$ cat src/rtl/irq_cond.sv
// Interrupt source conditioner: synchronizes, polarity-corrects and level/edge-conditions
// raw interrupt lines, configured over APB. Optional glitch filter: IRQ_GLITCH_FILTER_EN.
module irq_cond #(
  parameter int INT_NUM = 32
) (
  input  logic               clk,
  input  logic               rstn,
  input  logic               psel,
  input  logic               penable,
  input  logic [31:0]        paddr,
  input  logic               pwrite,
  input  logic [3:0]         pstrb,
  input  logic [31:0]        pwdata,
  output logic [31:0]        prdata,
  output logic               pslverr,
  output logic               pready,
  input  logic [INT_NUM-1:0] irq_src,
  output logic [INT_NUM-1:0] ints
);

  logic [INT_NUM-1:0] r_s1, r_s2, r_lvlQ, r_mode, r_pol, r_pend;
  logic [INT_NUM-1:0] w_lvlD, w_lvlNext, w_rise;
  logic [INT_NUM-1:0] w_modeNext, w_polNext, w_pendClr, w_pendNext;
  logic [31:0]        w_wmask, w_wbits, w_rdData;
  logic               w_access, w_err, w_wrEn, w_wrMode, w_wrPol, w_wrPend;
  logic               w_unusedAddr;

  assign w_unusedAddr = ^{paddr[31:12], paddr[1:0]};

  assign w_access = psel & penable;
  assign w_err    = |paddr[11:4];
  assign w_wrEn   = w_access & pwrite & ~w_err;
  assign w_wrMode = w_wrEn & (paddr[3:2] == 2'd0);
  assign w_wrPol  = w_wrEn & (paddr[3:2] == 2'd1);
  assign w_wrPend = w_wrEn & (paddr[3:2] == 2'd2);

  assign w_wmask = {{8{pstrb[3]}}, {8{pstrb[2]}}, {8{pstrb[1]}}, {8{pstrb[0]}}};
  assign w_wbits = pwdata & w_wmask;

  always_comb begin
    w_modeNext = r_mode;
    w_polNext  = r_pol;
    w_pendClr  = '0;
    if (w_wrMode) w_modeNext = (r_mode & ~w_wmask[INT_NUM-1:0]) | w_wbits[INT_NUM-1:0];
    if (w_wrPol)  w_polNext  = (r_pol & ~w_wmask[INT_NUM-1:0]) | w_wbits[INT_NUM-1:0];
    if (w_wrPend) w_pendClr  = w_wbits[INT_NUM-1:0];
  end

  assign w_lvlD = r_s2 ^ r_pol;

`ifdef IRQ_GLITCH_FILTER_EN
  // lvl_q follows lvl_d only after three consecutive cycles of disagreement
  logic [INT_NUM-1:0][1:0] r_cnt;
  logic [INT_NUM-1:0]      w_flip;

  always_comb begin
    w_flip = '0;
    for (int i = 0; i < INT_NUM; i++) begin
      w_flip[i] = (w_lvlD[i] != r_lvlQ[i]) && (r_cnt[i] == 2'd2);
    end
  end

  assign w_lvlNext = r_lvlQ ^ w_flip;

  always_ff @(posedge clk or negedge rstn) begin
    if (!rstn) begin
      r_cnt <= '0;
    end else begin
      for (int i = 0; i < INT_NUM; i++) begin
        if ((w_lvlD[i] == r_lvlQ[i]) || w_flip[i]) r_cnt[i] <= 2'd0;
        else                                      r_cnt[i] <= r_cnt[i] + 2'd1;
      end
    end
  end
`else
  assign w_lvlNext = w_lvlD;
`endif

  // Set beats a same-cycle W1C; clearing MODE drops PEND on the same edge
  assign w_rise     = w_lvlNext & ~r_lvlQ;
  assign w_pendNext = w_modeNext & ((w_rise & r_mode) | (r_pend & ~w_pendClr));

  always_ff @(posedge clk or negedge rstn) begin
    if (!rstn) begin
      r_s1   <= '0;
      r_s2   <= '0;
      r_lvlQ <= '0;
      r_mode <= '0;
      r_pol  <= '0;
      r_pend <= '0;
    end else begin
      r_s1   <= irq_src;
      r_s2   <= r_s1;
      r_lvlQ <= w_lvlNext;
      r_mode <= w_modeNext;
      r_pol  <= w_polNext;
      r_pend <= w_pendNext;
    end
  end

  always_comb begin
    w_rdData = '0;
    case (paddr[3:2])
      2'd0:    w_rdData[INT_NUM-1:0] = r_mode;
      2'd1:    w_rdData[INT_NUM-1:0] = r_pol;
      2'd2:    w_rdData[INT_NUM-1:0] = r_pend;
      default: w_rdData[INT_NUM-1:0] = r_lvlQ;
    endcase
  end

  assign prdata  = (psel && !w_err) ? w_rdData : 32'd0;
  assign pslverr = w_access & w_err;
  assign pready  = 1'b1;

  assign ints = (r_mode & r_pend) | (~r_mode & r_lvlQ);

endmodule
$ cat config.mk
export PLATFORM = sky130hd
export DESIGN_NAME = irq_cond
export DESIGN_NICKNAME = d
export VERILOG_FILES = /design/src/rtl/irq_cond.sv
export SDC_FILE = /design/constraint.sdc
export NUM_CORES = 1
export LEC_CHECK = 0
export CAP_MARGIN = 20
export CORE_UTILIZATION = 35
export CTS_CLUSTER_DIAMETER = 100
export DETAILED_ROUTE_END_ITERATION = 8
export PLACE_DENSITY_LB_ADDON = 0.3
export SYNTH_ARGS = -nofsm -noshare
export SYNTH_HDL_FRONTEND = slang
export SYNTH_SLANG_ARGS = --single-unit
$ cat constraint.sdc
create_clock -name clk -period 3 [get_ports clk]
set_input_delay 0.75 -clock clk [delete_from_list [all_inputs] [get_ports clk]]
set_output_delay 0.75 -clock clk [all_outputs]
set_load 0.05 [all_outputs]
Word level (Yosys, flattened, before mapping). Index checks and enable logic that the tools add are counted.

Output and inout port bits: 66. Flip-flop bits (word level): 192. Input bits: 105. Word-level logic and storage cells: 42.

Multiplexer cells: 4. Bitwise gates (word level): 26. Reductions and logical operators: 4. Equality and inequality tests: 2.

Operators by type and width (count): 32-bit bitwise AND (9); 32-bit NOT (4); 32-bit bitwise OR (4); 32-bit two-way mux (3); 32-bit case mux with 3 select lines (1); 32-bit bitwise XOR (1); 8-bit OR reduction (1); 1-bit bitwise AND (7); 2-bit by 1-bit equality test with 1-bit output (second input constant) (1); 2-bit equality test (second input constant) (1); 2-bit zero test (1); 1-bit logical AND (1); 1-bit zero test (1); 1-bit NOT (1).

Depth between registers and ports, before layout.
Word-level depth: 9. Mapped depth: 6. Mapped depth without buffers: 4.

Worst setup path before layout. OpenSTA, ideal clock, no wires.

Path type: input to output. From: input port paddr[2]. To: output port prdata[10]. Data required time: 2250 ps. Buffers on the path: 2. Stages: 4. Path slack: -257 ps. Arrival: 2507 ps. Cells stage by stage: clkbuf_1 > buf_1 > mux4_2 > and3_1.

Word-level cells in the longest chain between the ends: 3. Elaborated cells on any way between the ends: 5. Classes of those cells: eq/ne: 2; mux: 2; reduce/logical: 1.

Ends and longest elaborated chain: start: declaration (RTL line 10) `input logic [31:0] paddr,`; 2-bit equality test, or another cell as far along (RTL line 103) `case (paddr[3:2])`; 32-bit case mux with 3 select lines (*) (RTL line 103); 32-bit two-way mux (*) (RTL line 111) `assign prdata = (psel && !w_err) ? w_rdData : 32'd0;`; end: declaration (RTL line 14) `output logic [31:0] prdata,`.

Every way passes the cells marked *; elsewhere a longest branch is shown, timed or not.

Final worst setup path.
From: input port paddr[7]. To: output port prdata[26].

Word-level cells in the longest chain between the ends: 4.

Ends and longest elaborated chain: 8-bit OR reduction (RTL line 31) `assign w_err = |paddr[11:4];`; 1-bit zero test (RTL line 111); 1-bit logical AND (RTL line 111); 32-bit two-way mux (RTL line 111).

Every way passes these cells.

==> metrics.txt <==
clock sink count=192; total grt overflow=0; initial DRC count=286; setup ws final=-0.000955 ns; Max Cap Violations=0; ANT nets after route=0; Pleak=4.94 nW; clock buffer depth=2; Starting Density=between 30 and 40%; Period minus WS final=about 3 ns; Period Utilization, post-route=100%; commonest non-fill, non-tap cells in the layout=192 x dfrtp_1, 103 x clkdlybuf4s50_1, 96 x mux2_2, 46 x buf_12; RR Endpoint=r_pend[30]; worst hold path class=reg2reg; root buf cell=clkbuf_16; Hold Path Depth=0; worst-margin pin slew=0.745 ns; TNS Setup=-0.00219 ns; Ports=171; M1 GR Usage=between 20 and 25%; mapped cell area=8280 sq um; drt wl/cell=20.7 um; Antenna diodes=0; DR pass1 iterations=5; gr busiest metal=met2; Pins Over Slew Limit=0; Setup CP Type=in2out; Residual DRC=0; clock latency on the worst-skew pair=0.44 ns; post-synth cell types=26; CP Max Fanout=7; FF-to-FF setup slack=1.95 ns; initial antenna violation count=0; worst hold margin=roughly 0.34 ns; Slew headroom=between 50% and 60%; Endpoint, Worst Hold=r_s2[9]; H-Tree Depth=4; Via density=5.35; final hold violation count=0; vias in the first global route=roughly 6300; Net Count, Synth=671; FF+latch count, synth=192; most common cell after layout, fill and taps aside=dfrtp_1; maximum vdd ir drop=0.000250 V; arrival time worst endpoint=2.25 ns; post-synthesis sequential area ratio=58.0%; Final GP Congestion=0.780; pwr dens=about 470 nW/um^2; M2 GR Usage=33.1%; Cell Rows=55; pin count of the biggest net entering global routing=88; cell count after synthesis=566; final wirelength=22.2 mm; Yosys warnings=0; Crit. End Element=primary output; RSZ-0062 raised after global routing=true; Worst EP required=between 2 and 2.5 ns; FMAX=333 MHz; GRT Overall Usage=19.4%; P&R area growth vs syn=40.8%; Worst-path clk slew=0.08 ns; crit path launch type=input pin; Die W=156 um; met3 usage=between 3 and 4%; CTS tree=built; TritonCTS buffer count=17; Mean Syn Cell Area=14.6 sq um; Die Height=between 150 and 200 um; worst clock skew=0.00937 ns; Reg2Reg Depth=3; final net count=roughly 850; I/O Buffers=147; CORE AREA=22900 sq um; status=complete, but fails checks; Setup Viol. Count Final=3; first-pass GRT wire length=around 35 mm; share of cells above drive strength 1=39.3%; fill count=~1900; Die Area=24300 sq um; hold_sp=r_s1[9]; final core utilization=50.9%; hpwl dp=14.9 mm; failing checks=setup timing; via count=approximately 5700
## worst max-delay path by stage
stage               startpoint         end
finish                paddr[7]  prdata[26]
global route          paddr[7]  prdata[22]
CTS                  paddr[10]  prdata[20]
detailed placement    paddr[4]  prdata[26]
global placement      paddr[4]  prdata[31]
floorplan             paddr[9]  prdata[22]
## cell type report
| type | instances | area, sq um | area share, % |
|---|---|---|---|
| clock inverters | 15 | 173 | 1.48 |
| clock buffers | 17 | 425 | 3.65 |
| well taps | 313 | 392 | 3.36 |
| repair buffers | 191 | 2330 | 20.0 |
| multi-input cells | 344 | 3530 | 30.3 |
| flip-flops and latches | 192 | 4800 | 41.2 |
## report_power, final
| part | total [mW] | internal (mW) | switching [mW] |
|---|---|---|---|
| logic | 0.526 | 0.235 | 0.291 |
| clock network | 2.28 | 1.19 | 1.09 |
| registers | 2.69 | 2.65 | 0.0323 |
## critical path: stages
cell and delay, ns:
buf_6 0.09, or4_4 0.55, nor2_4 0.15, buf_6 0.11
buf_6 0.12, buf_12 0.14, and3_4 0.20, buf_12 0.13
## cell families after synthesis
family | share of synthesized area [%]
AO/OA/AOI/OAI | 4.84
flip-flops | 58.0
multiplexers | 21.8
XOR/XNOR | 3.39
other | 0.0453
AND/OR/NAND/NOR | 10.4
buffers and inverters | 1.51
## Yosys cell counts
master,n,share of area (%)
or3b_2,4,0.42
and3_1,32,2.4
clkbuf_1,23,1.0
nand2b_1,1,0.076
a21boi_1,32,2.9
buf_6,1,0.14
buf_2,1,0.060
dfrtp_1,192,58
nand3b_1,32,2.9
xor2_1,32,3.4
nand2_1,1,0.045
conb_1,1,0.045
o21ai_0,32,1.9
nand2_2,4,0.30
buf_4,1,0.091
buf_1,4,0.18
nor4_4,5,1.3
mux2_2,96,13
nor2b_1,1,0.076
nor2_1,2,0.091
or2_2,1,0.076
or4_1,2,0.18
nor4_1,1,0.076
nand4_1,32,2.4
nand3_1,1,0.060
mux4_2,32,8.7
## what timing repair did
| item | in CTS | in global routing |
|---|---|---|
| setup buffers | 6 | 1 |
| hold buffers | 0 | 0 |
| endpoints found under the setup margin | 33 | 32 |
| resized for setup | 71 | 4 |
| pin swaps | 8 | 2 |
| gates cloned | 3 | 0 |
## per-stage QoR
stage          setup WS, ns  total power, mW  area [sq um]  instances
5_1_grt             -0.0531             5.70         11700       1072
2_1_floorplan       -0.0149             2.95          8320        566
3_3_place_gp         -0.359             3.25         10800       1033
3_5_place_dp         -0.377             3.26         10800       1033
4_1_cts             -0.0155             5.57         11700       1073
6_report          -0.000955             5.50         11700       1072
## routing by layer
layer	vias to the layer above	routed length, um
li1	2480	-
met1	3021	9270
met2	204	11400
met3	29	1110
met4	0	436
met5	-	0
Power figures use the tool's default switching activity.
